==> src/rtl/req_chan_mngr_q.sv <==
// rtl/req_chan_mngr_q.sv - queued request channel manager with arbitration and credit-limited issue
module req_chan_mngr_q #(
  parameter int               MID_W     = 2,
  parameter logic [MID_W-1:0] REQC_M_ID = '0,
  parameter int               CNT_W     = 2,
  parameter int               ADDR_W    = 32,
  parameter int               DEPTH     = 4,
  parameter int               MAX_OUTST = 4,
  parameter int               OC_W      = $clog2(MAX_OUTST + 1),
  parameter int               QC_W      = $clog2(DEPTH + 1)
) (
  input  logic                   clk,
  input  logic                   rst_n,
  output logic                   req_rq,
  input  logic                   gnt_rq,
  output logic                   a_valid,
  input  logic                   a_ready,
  output logic [MID_W+CNT_W-1:0] a_id,
  output logic [ADDR_W-1:0]      a_addr,
  output logic [5:0]             a_atop,
  input  logic                   start_rq,
  input  logic [ADDR_W-1:0]      in_addr,
  input  logic [5:0]             in_atop,
  output logic                   in_ready,
  input  logic                   rsp_done,
  output logic                   next_rq,
  output logic [MID_W+CNT_W-1:0] next_id,
  output logic [OC_W-1:0]        outst,
  output logic [QC_W-1:0]        q_cnt
);

  localparam int              PW     = $clog2(DEPTH);
  localparam logic [OC_W-1:0] MAX_O  = OC_W'(MAX_OUTST);
  localparam logic [QC_W-1:0] FULL_Q = QC_W'(DEPTH);

  typedef enum logic [1:0] {
    IDLE = 2'b00,
    AREQ = 2'b01,
    BOUT = 2'b10
  } state_t;

  state_t            state;
  logic [ADDR_W-1:0] mem_addr [DEPTH];
  logic [5:0]        mem_atop [DEPTH];
  logic [PW-1:0]     wr_ptr;
  logic [PW-1:0]     rd_ptr;
  logic [CNT_W-1:0]  id_cntr;
  logic              push;
  logic              pop;
  logic              dec;
  logic [QC_W-1:0]   q_cnt_next;
  logic [OC_W-1:0]   outst_next;
  logic              can_go;
  logic              go_next;

  // Channel outputs decode straight from the state register; the handshake strobe adds a_ready.
  assign req_rq     = (state == AREQ);
  assign a_valid    = (state == BOUT);
  assign next_rq    = a_valid & a_ready;
  assign in_ready   = (q_cnt != FULL_Q);
  assign push       = start_rq & in_ready;
  assign pop        = next_rq;
  // A retirement with nothing outstanding is a stray pulse and must not underflow.
  assign dec        = rsp_done & (outst != '0);
  assign q_cnt_next = q_cnt + QC_W'(push) - QC_W'(pop);
  assign outst_next = outst + OC_W'(next_rq) - OC_W'(dec);
  assign can_go     = (q_cnt != '0) & (outst < MAX_O);
  assign go_next    = (q_cnt_next != '0) & (outst_next < MAX_O);
  assign a_id       = {REQC_M_ID, id_cntr};
  assign a_addr     = mem_addr[rd_ptr];
  assign a_atop     = mem_atop[rd_ptr];

  // FIFO storage: write at the tail on an accepted push; contents reset to zero.
  always_ff @(posedge clk or negedge rst_n) begin
    if (!rst_n) begin
      for (int i = 0; i < DEPTH; i++) begin
        mem_addr[i] <= '0;
        mem_atop[i] <= '0;
      end
    end else if (push) begin
      mem_addr[wr_ptr] <= in_addr;
      mem_atop[wr_ptr] <= in_atop;
    end
  end

  // Pointers, occupancy, credit and ID bookkeeping; pointers wrap naturally at DEPTH.
  always_ff @(posedge clk or negedge rst_n) begin
    if (!rst_n) begin
      wr_ptr  <= '0;
      rd_ptr  <= '0;
      q_cnt   <= '0;
      outst   <= '0;
      id_cntr <= '0;
      next_id <= '0;
    end else begin
      if (push) wr_ptr <= wr_ptr + PW'(1);
      if (pop)  rd_ptr <= rd_ptr + PW'(1);
      q_cnt <= q_cnt_next;
      outst <= outst_next;
      if (next_rq) begin
        id_cntr <= id_cntr + CNT_W'(1);
        next_id <= a_id;
      end
    end
  end

  // Issue FSM: request the channel, present one beat per grant, chain directly when work and credit remain.
  always_ff @(posedge clk or negedge rst_n) begin
    if (!rst_n) begin
      state <= IDLE;
    end else begin
      case (state)
        AREQ:    if (gnt_rq) state <= BOUT;
        BOUT:    if (a_ready) state <= go_next ? AREQ : IDLE;
        default: state <= can_go ? AREQ : IDLE;
      endcase
    end
  end

endmodule

==> config.mk <==
export PLATFORM = sky130hd
export DESIGN_NAME = req_chan_mngr_q
export DESIGN_NICKNAME = d
export VERILOG_FILES = /design/src/rtl/req_chan_mngr_q.sv
export SDC_FILE = /design/constraint.sdc
export NUM_CORES = 1
export LEC_CHECK = 0
export BUFFER_PORTS_ARGS = -buffer_cell sky130_fd_sc_hd__buf_2
export CAP_MARGIN = 20
export CORE_ASPECT_RATIO = 2
export CORE_MARGIN = 2
export CORE_UTILIZATION = 52
export CTS_CLUSTER_DIAMETER = 30
export CTS_CLUSTER_SIZE = 28
export DETAILED_ROUTE_END_ITERATION = 10
export GPL_TIMING_DRIVEN = 0
export PLACE_DENSITY = 0.76
export SYNTH_ARGS = -nofsm -noshare
export SYNTH_HDL_FRONTEND = slang
export SYNTH_SLANG_ARGS = --single-unit
==> constraint.sdc <==
create_clock -name clk -period 2.27 [get_ports clk]
set_clock_uncertainty 0.05 [all_clocks]
set_input_delay 0.1135 -clock clk [delete_from_list [all_inputs] [get_ports clk]]
set_output_delay 0.1135 -clock clk [all_outputs]
set_load 0.01 [all_outputs]
# Yosys cells after proc, flatten, opt, wreduce, memory -nomap -nowiden
# Cells that the tools add are included.
[word_totals]
out_inout_bits = 56
register_bits = 168
word_cells = 61
inputBits = 44
[op_classes]
muxes = 17
bitwise_logic = 7
n_lt_le_gt_ge = 5
addsub = 7
eq_ne = 5
reduce_logical = 5
[ops]
columns = ["cell", "n"]
rows = [
  ["128-bit bitwise mux", 1],
  ["32-bit 2-to-1 mux", 3],
  ["32-bit binary-select mux with 2-bit select", 1],
  ["32-bit demux with 2-bit select", 1],
  ["24-bit bitwise mux", 1],
  ["6-bit 2-to-1 mux", 3],
  ["6-bit binary-select mux with 2-bit select", 1],
  ["6-bit demux with 2-bit select", 1],
  ["3-bit nonzero test", 3],
  ["2-bit by 1-bit adder with 2-bit output, second input constant", 3],
  ["3-bit by 1-bit adder with 3-bit output", 2],
  ["3-bit >= comparator, second input constant", 2],
  ["3-bit < comparator, second input constant", 2],
  ["2-bit NOT with 3-bit output", 2],
  ["3-bit by 1-bit subtractor with 3-bit output", 2],
  ["1-bit bitwise AND", 5],
  ["2-bit 2-to-1 mux", 2],
  ["2-bit by 1-bit != test with 1-bit output, second input constant", 2],
  ["2-bit one-hot mux with 2 select lines", 1],
  ["3-bit by 1-bit < comparator with 1-bit output, second input constant", 1],
  ["3-bit != test, second input constant", 1],
  ["2-bit by 1-bit equality test with 1-bit output, second input constant", 1],
  ["2-bit equality test, second input constant", 1],
  ["1-bit 2-to-1 mux", 2],
  ["other kinds (2)", 2],
]

# Logic depth before layout (Yosys ltp)
[depth]
depth_word = 9
depth_mapped = 10
mapped_depth_nobuf = 10

# Worst setup path before layout
# No wires, ideal clock.
[synth_path]
path_type = "reg-to-reg"
from = "register q_cnt[1]"
to = "register state[0]"
required_ns = 2.071
setup_slack_ns = -0.231
path_stages_with_launch = 10
n_path_buf = 1
synth_period_minus_slack_ns = 2.501
setup_time_ns = 0.149
arrival_time_ns = 2.302
path_cell_list = "dfrtp_1 > or3b_1 > buf_2 > nand2_1 > xnor2_1 > ha_1 > fa_1 > xnor3_1 > o311ai_0 > a41oi_1"
[synth_between]
elab_chain_cells = 9
word_cells_on_any_way = 12
classes_between = "add/sub: 2; eq/ne: 1; mux: 4; bitwise: 3; reduce/logical: 2"
[synth_rtl]
columns = ["item", "line_no", "source"]
rows = [
  ["start, declared", "29", "output logic [QC_W-1:0] q_cnt"],
  ["start signal, assigned", "98", "q_cnt <= q_cnt_next;"],
  ["3-bit != test", "60", "assign in_ready = (q_cnt != FULL_Q);"],
  ["net in_ready", "24", "output logic in_ready,"],
  ["1-bit bitwise AND", "61", "assign push = start_rq & in_ready;"],
  ["3-bit by 1-bit adder with 3-bit output", "65", "assign q_cnt_next = q_cnt + QC_W'(push) - QC_W'(pop);"],
  ["3-bit by 1-bit subtractor with 3-bit output", "65", ""],
  ["net q_cnt_next[2]", "51", "logic [QC_W-1:0] q_cnt_next;"],
  ["3-bit nonzero test", "68", "assign go_next = (q_cnt_next != '0) & (outst_next < MAX_O);"],
  ["1-bit bitwise AND", "68", ""],
  ["1-bit 2-to-1 mux", "114", "BOUT: if (a_ready) state <= go_next ? AREQ : IDLE;"],
  ["2-bit 2-to-1 mux", "114", ""],
  ["2-bit one-hot mux with 2 select lines", "112", "case (state)"],
  ["end signal, assigned", "114", ""],
  ["end signal, assigned", "115", "default: state <= can_go ? AREQ : IDLE;"],
  ["end, declared", "42", "state_t state;"],
]
# The timed path passes the listed nets, and every way through them passes these cells. The select of a mux whose other input is x is not followed.
# A chain may end at the register's enable or synchronous reset.

# Worst setup path after layout
[layout_path]
from = "register q_cnt[1]"
to = "register state[0]"
[layout_between]
elab_chain_cells = 9
word_cells_on_any_way = 12
classes_between = "add/sub: 2; eq/ne: 1; mux: 4; bitwise: 3; reduce/logical: 2"
[layout_rtl]
columns = ["item", "line_no"]
rows = [
  ["3-bit != test", "60"],
  ["1-bit bitwise AND", "61"],
  ["3-bit by 1-bit adder with 3-bit output (*)", "65"],
  ["3-bit by 1-bit subtractor with 3-bit output (*)", "65"],
  ["net q_cnt_next[2]", "51"],
  ["3-bit nonzero test (*)", "68"],
  ["1-bit bitwise AND (*)", "68"],
  ["1-bit 2-to-1 mux (*)", "114"],
  ["2-bit 2-to-1 mux (*)", "114"],
  ["2-bit one-hot mux with 2 select lines (*)", "112"],
]
# Mark *: on every way through the listed nets, which the timed path passes. The rest lies on a longest branch. The select of a mux whose other input is x is not followed.

==> impl_metrics.sql <==
INSERT INTO impl_metrics (metric_group, metric, value, unit) VALUES
('run_status', 'status', 'finished, violations left', ''),
('run_status', 'violations', 'negative setup slack', ''),
('clocking', 'clock_tree.buffer_depth', '2', ''),
('worst_setup_path', 'critical_path.n_buffers_inverters', '0', ''),
('worst_setup_path', 'worst_path_max_delay_cell', 'sky130_fd_sc_hd__or3b_4', ''),
('synthesis', 'synth.top_cells.by_area', 'sky130_fd_sc_hd__dfrtp_1, sky130_fd_sc_hd__mux2_2, sky130_fd_sc_hd__mux4_2, sky130_fd_sc_hd__mux2_4, sky130_fd_sc_hd__ha_1', ''),
('die', 'floorplan.die.height', '174.1', 'um'),
('timing', 'hold_viol_final', '0', ''),
('die', 'die-width', '89.03', 'um'),
('synthesis', 'syn-cell-area', '0.007520', 'sq mm'),
('global_route', 'grt_first_pass_wirelength', '25940', 'um'),
('global_route', 'first_global_vias', '4985', ''),
('die', 'core-area', '0.01427', 'sq mm'),
('routing', 'drtPass1Iterations', '4', ''),
('worst_setup_path', 'worstSetupEndpointType', 'register', ''),
('final_layout', 'final_cell_count_no_fill', '819', ''),
('clocking', 'htree_num_levels', '4', ''),
('final_layout', 'proportion_of_layout_cells_with_a_drive_suffix_above_1', '58.05', '%'),
('timing', 'rsz0062_at_grt', 'yes', ''),
('synthesis', 'syn_avg_cell_area', '16.79', 'sq um'),
('power_and_ir_drop', 'worst_ir_drop_on_vdd', '0.9139', 'mV'),
('synthesis', 'synth_most_common_cell', 'sky130_fd_sc_hd__dfrtp_1', ''),
('die', 'std_cell_rows', '62', ''),
('timing', 'max_freq', '433.8', 'MHz'),
('timing', 'worst_hold_slack', '112.8', 'ps'),
('die', 'floorplan.die_area', '0.01550', 'sq mm'),
('timing', 'slew_headroom', '53.16', '%'),
('min_path', 'worst_min_delay_path_endpoint', 'wr_ptr[0]', ''),
('global_route', 'antenna_found_initial', '0', ''),
('timing', 'max_slew_violation_total_from_the_final_report', '0', ''),
('synthesis', 'asyncSetResetFlopFracSynth', '100.0', '%'),
('global_route', 'grt_util_all_layers', '22.32', '%'),
('timing', 'finalSetupViolCount', '1', ''),
('clocking', 'tritoncts', 'yes', ''),
('min_path', 'min-delay-path-class', 'input port to register', ''),
('synthesis', 'number_of_different_library_cells_in_the_post_synthesis_netlist', '27', ''),
('synthesis', 'synth_top_cell_area_share', '55.91', '%'),
('clocking', 'cts_inserted_buffers', '17', ''),
('job', 'timing.max_cap.violations', '0', ''),
('clocking', 'worst_setup_hold_path_clk_slew', '70', 'ps'),
('die', 'floorplan.initialDensity', '52.68', '%'),
('power_and_ir_drop', 'power-per-cell-area', '1531', 'mW/mm^2'),
('place', 'io_buffer_count', '95', ''),
('routing', 'detail_route.drc_violations', '0', ''),
('power_and_ir_drop', 'report.power.total', '14350', 'uW'),
('synthesis', 'netlist.top_cell.by_area', 'sky130_fd_sc_hd__dfrtp_1', ''),
('worst_setup_path', 'cell_chain_critical_path', 'or3b_4 > nand2_4 > xnor2_2 > ha_2 > fa_2 > xnor3_1 > o311ai_2 > a41oi_1', ''),
('timing', 'fin_tns_setup', '-35.34', 'ps'),
('final_layout', 'antenna_cells_inserted', '0', ''),
('timing', 'final_clock_period_utilization_by_the_worst_path', '101.6', '%'),
('synthesis', 'synth_seq_area_share', '55.91', '%'),
('global_route', 'grt_start_max_net_pins', '95', ''),
('timing', 'layout_min_cycle_time', '2305', 'ps'),
('min_path', 'worstHoldPathCells', '4', ''),
('routing', 'num_vias', '4330', ''),
('synthesis', 'synth_seq_cells', '168', ''),
('timing', 'finalWorstSetupSlack', '-35.34', 'ps'),
('worst_setup_path', 'setup.worst_path.class', 'register to register', ''),
('timing', 'worst-slew-pin-transition', '702.6', 'ps'),
('routing', 'initial_drc_count', '156', ''),
('routing', 'drt-vias-per-instance', '5.287', ''),
('power_and_ir_drop', 'power.static_leakage', '0.004204', 'uW'),
('synthesis', 'synth-warning-count', '0', ''),
('clocking', 'clk_latency', '420', 'ps'),
('worst_setup_path', 'timing.critical_path.required', '2510', 'ps'),
('routing', 'drt_wl_total', '15600', 'um'),
('worst_setup_path', 'worstRegToRegCells', '8', ''),
('global_route', 'grt.overflow.total', '0', ''),
('worst_setup_path', 'worst_ep_arrival_time', '2540', 'ps'),
('synthesis', 'synth-edff-count', '0', ''),
('final_layout', 'nets', '671', '');
-- state kept, by name (all words and copies together) (netlist names) --
signal,count
mem_atop,24
mem_addr,128
outst,3
q_cnt,3
rd_ptr,2
wr_ptr,2
id_cntr,2
next_id,2
state,2
-- worst max-delay path by stage --
stage / from / end / slack (ps) / depth (start not counted)
6_report: q_cnt[1] / state[0] / -40 / 8
5_1_grt: q_cnt[1] / state[0] / -120 / 8
4_1_cts: q_cnt[0] / state[0] / -60 / 9
3_5_place_dp: state[0] / state[0] / -280 / 10
3_3_place_gp: rst_n / mem_addr[117] / -1230 / 1
2_1_floorplan: q_cnt[0] / state[0] / -70 / 9
-- cells in the final DEF, fill, tap and decap left out, types with 13 or more instances in the layout --
cell type                         n
sky130_fd_sc_hd__mux2_2         133
sky130_fd_sc_hd__buf_2           99
sky130_fd_sc_hd__dlygate4sd3_1   41
sky130_fd_sc_hd__inv_1           13
sky130_fd_sc_hd__dfrtp_1        168
sky130_fd_sc_hd__mux4_2          38
sky130_fd_sc_hd__mux2_4          20
sky130_fd_sc_hd__buf_4           23
sky130_fd_sc_hd__clkbuf_16       17
-- metal layers --
metal	global-route usage [%]	up-vias	routed length [um]	part of all wire, %
met2	39.74	85	8990	58
li1	-	1952	-	-
met5	0	-	0	0
met3	5.651	18	454	2.9
met4	7.090	0	296	1.9
met1	25.63	2275	5858	38
-- report_power, final --
| part | switching [uW] | leakage [uW] | total, uW | internal [uW] |
|---|---|---|---|---|
| clock network | 1200 | 0.000248 | 2630 | 1430 |
| registers | 798 | 0.00199 | 5350 | 4550 |
| logic | 2640 | 0.00196 | 6380 | 3740 |
| total | 4640 | 0.00420 | 14400 | 9720 |
-- metrics by stage --
step	area, sq um	util [%]	setup WS, ps
after floorplan	7552	-	-73.51
after global placement	8268	57.92	-1234
after detailed placement	8302	58.16	-275.2
after CTS	9319	65.29	-59.39
after global routing	9374	65.67	-122.3
final	9374	65.67	-35.34
-- worst reg2reg max path: cells and delay by family, from the launching register on --
| family | cells | cell delay, ps |
|---|---|---|
| AO/OA/AOI/OAI | 2 | 400 |
| XOR/XNOR | 2 | 290 |
| adder cells (fa/ha/maj) | 2 | 510 |
| flip-flops | 1 | 390 |
| AND/OR/NAND/NOR | 2 | 530 |
-- timing repair --
item                       in CTS  in global routing
hold buffers                   41                  0
hold endpoints to repair      232                  0
pin swaps                       5                  5
setup buffers                   6                  4
setup endpoints to repair      11                 39
resized for setup               8                  9
-- cell families (layout without fill, tap and decap cells) --
| logic type | after synthesis | in the layout | synth area share (%) |
|---|---|---|---|
| flops | 168 | 168 | 55.91 |
| other cells | 1 | 4 | 0.04987 |
| compound gates | 7 | 7 | 0.6656 |
| mux | 191 | 191 | 35.29 |
| fa+ha+maj | 11 | 11 | 2.030 |
| simple gates | 18 | 18 | 1.215 |
| xor+xnor | 8 | 8 | 1.314 |
| buf+inv | 44 | 220 | 3.527 |
-- layout make-up --
cell class	instances	area (sq um)
Tap cell	192	240.2
Clock buffer	18	439.2
Buffer	29	220.2
Fill cell	1087	4900
Clock inverter	12	95.09
Multi-Input combinational cell	239	3123
Timing Repair Buffer	147	994.7
Sequential cell	168	4204
Inverter	14	57.56
Note: power is estimated with default switching activity, not from simulation.
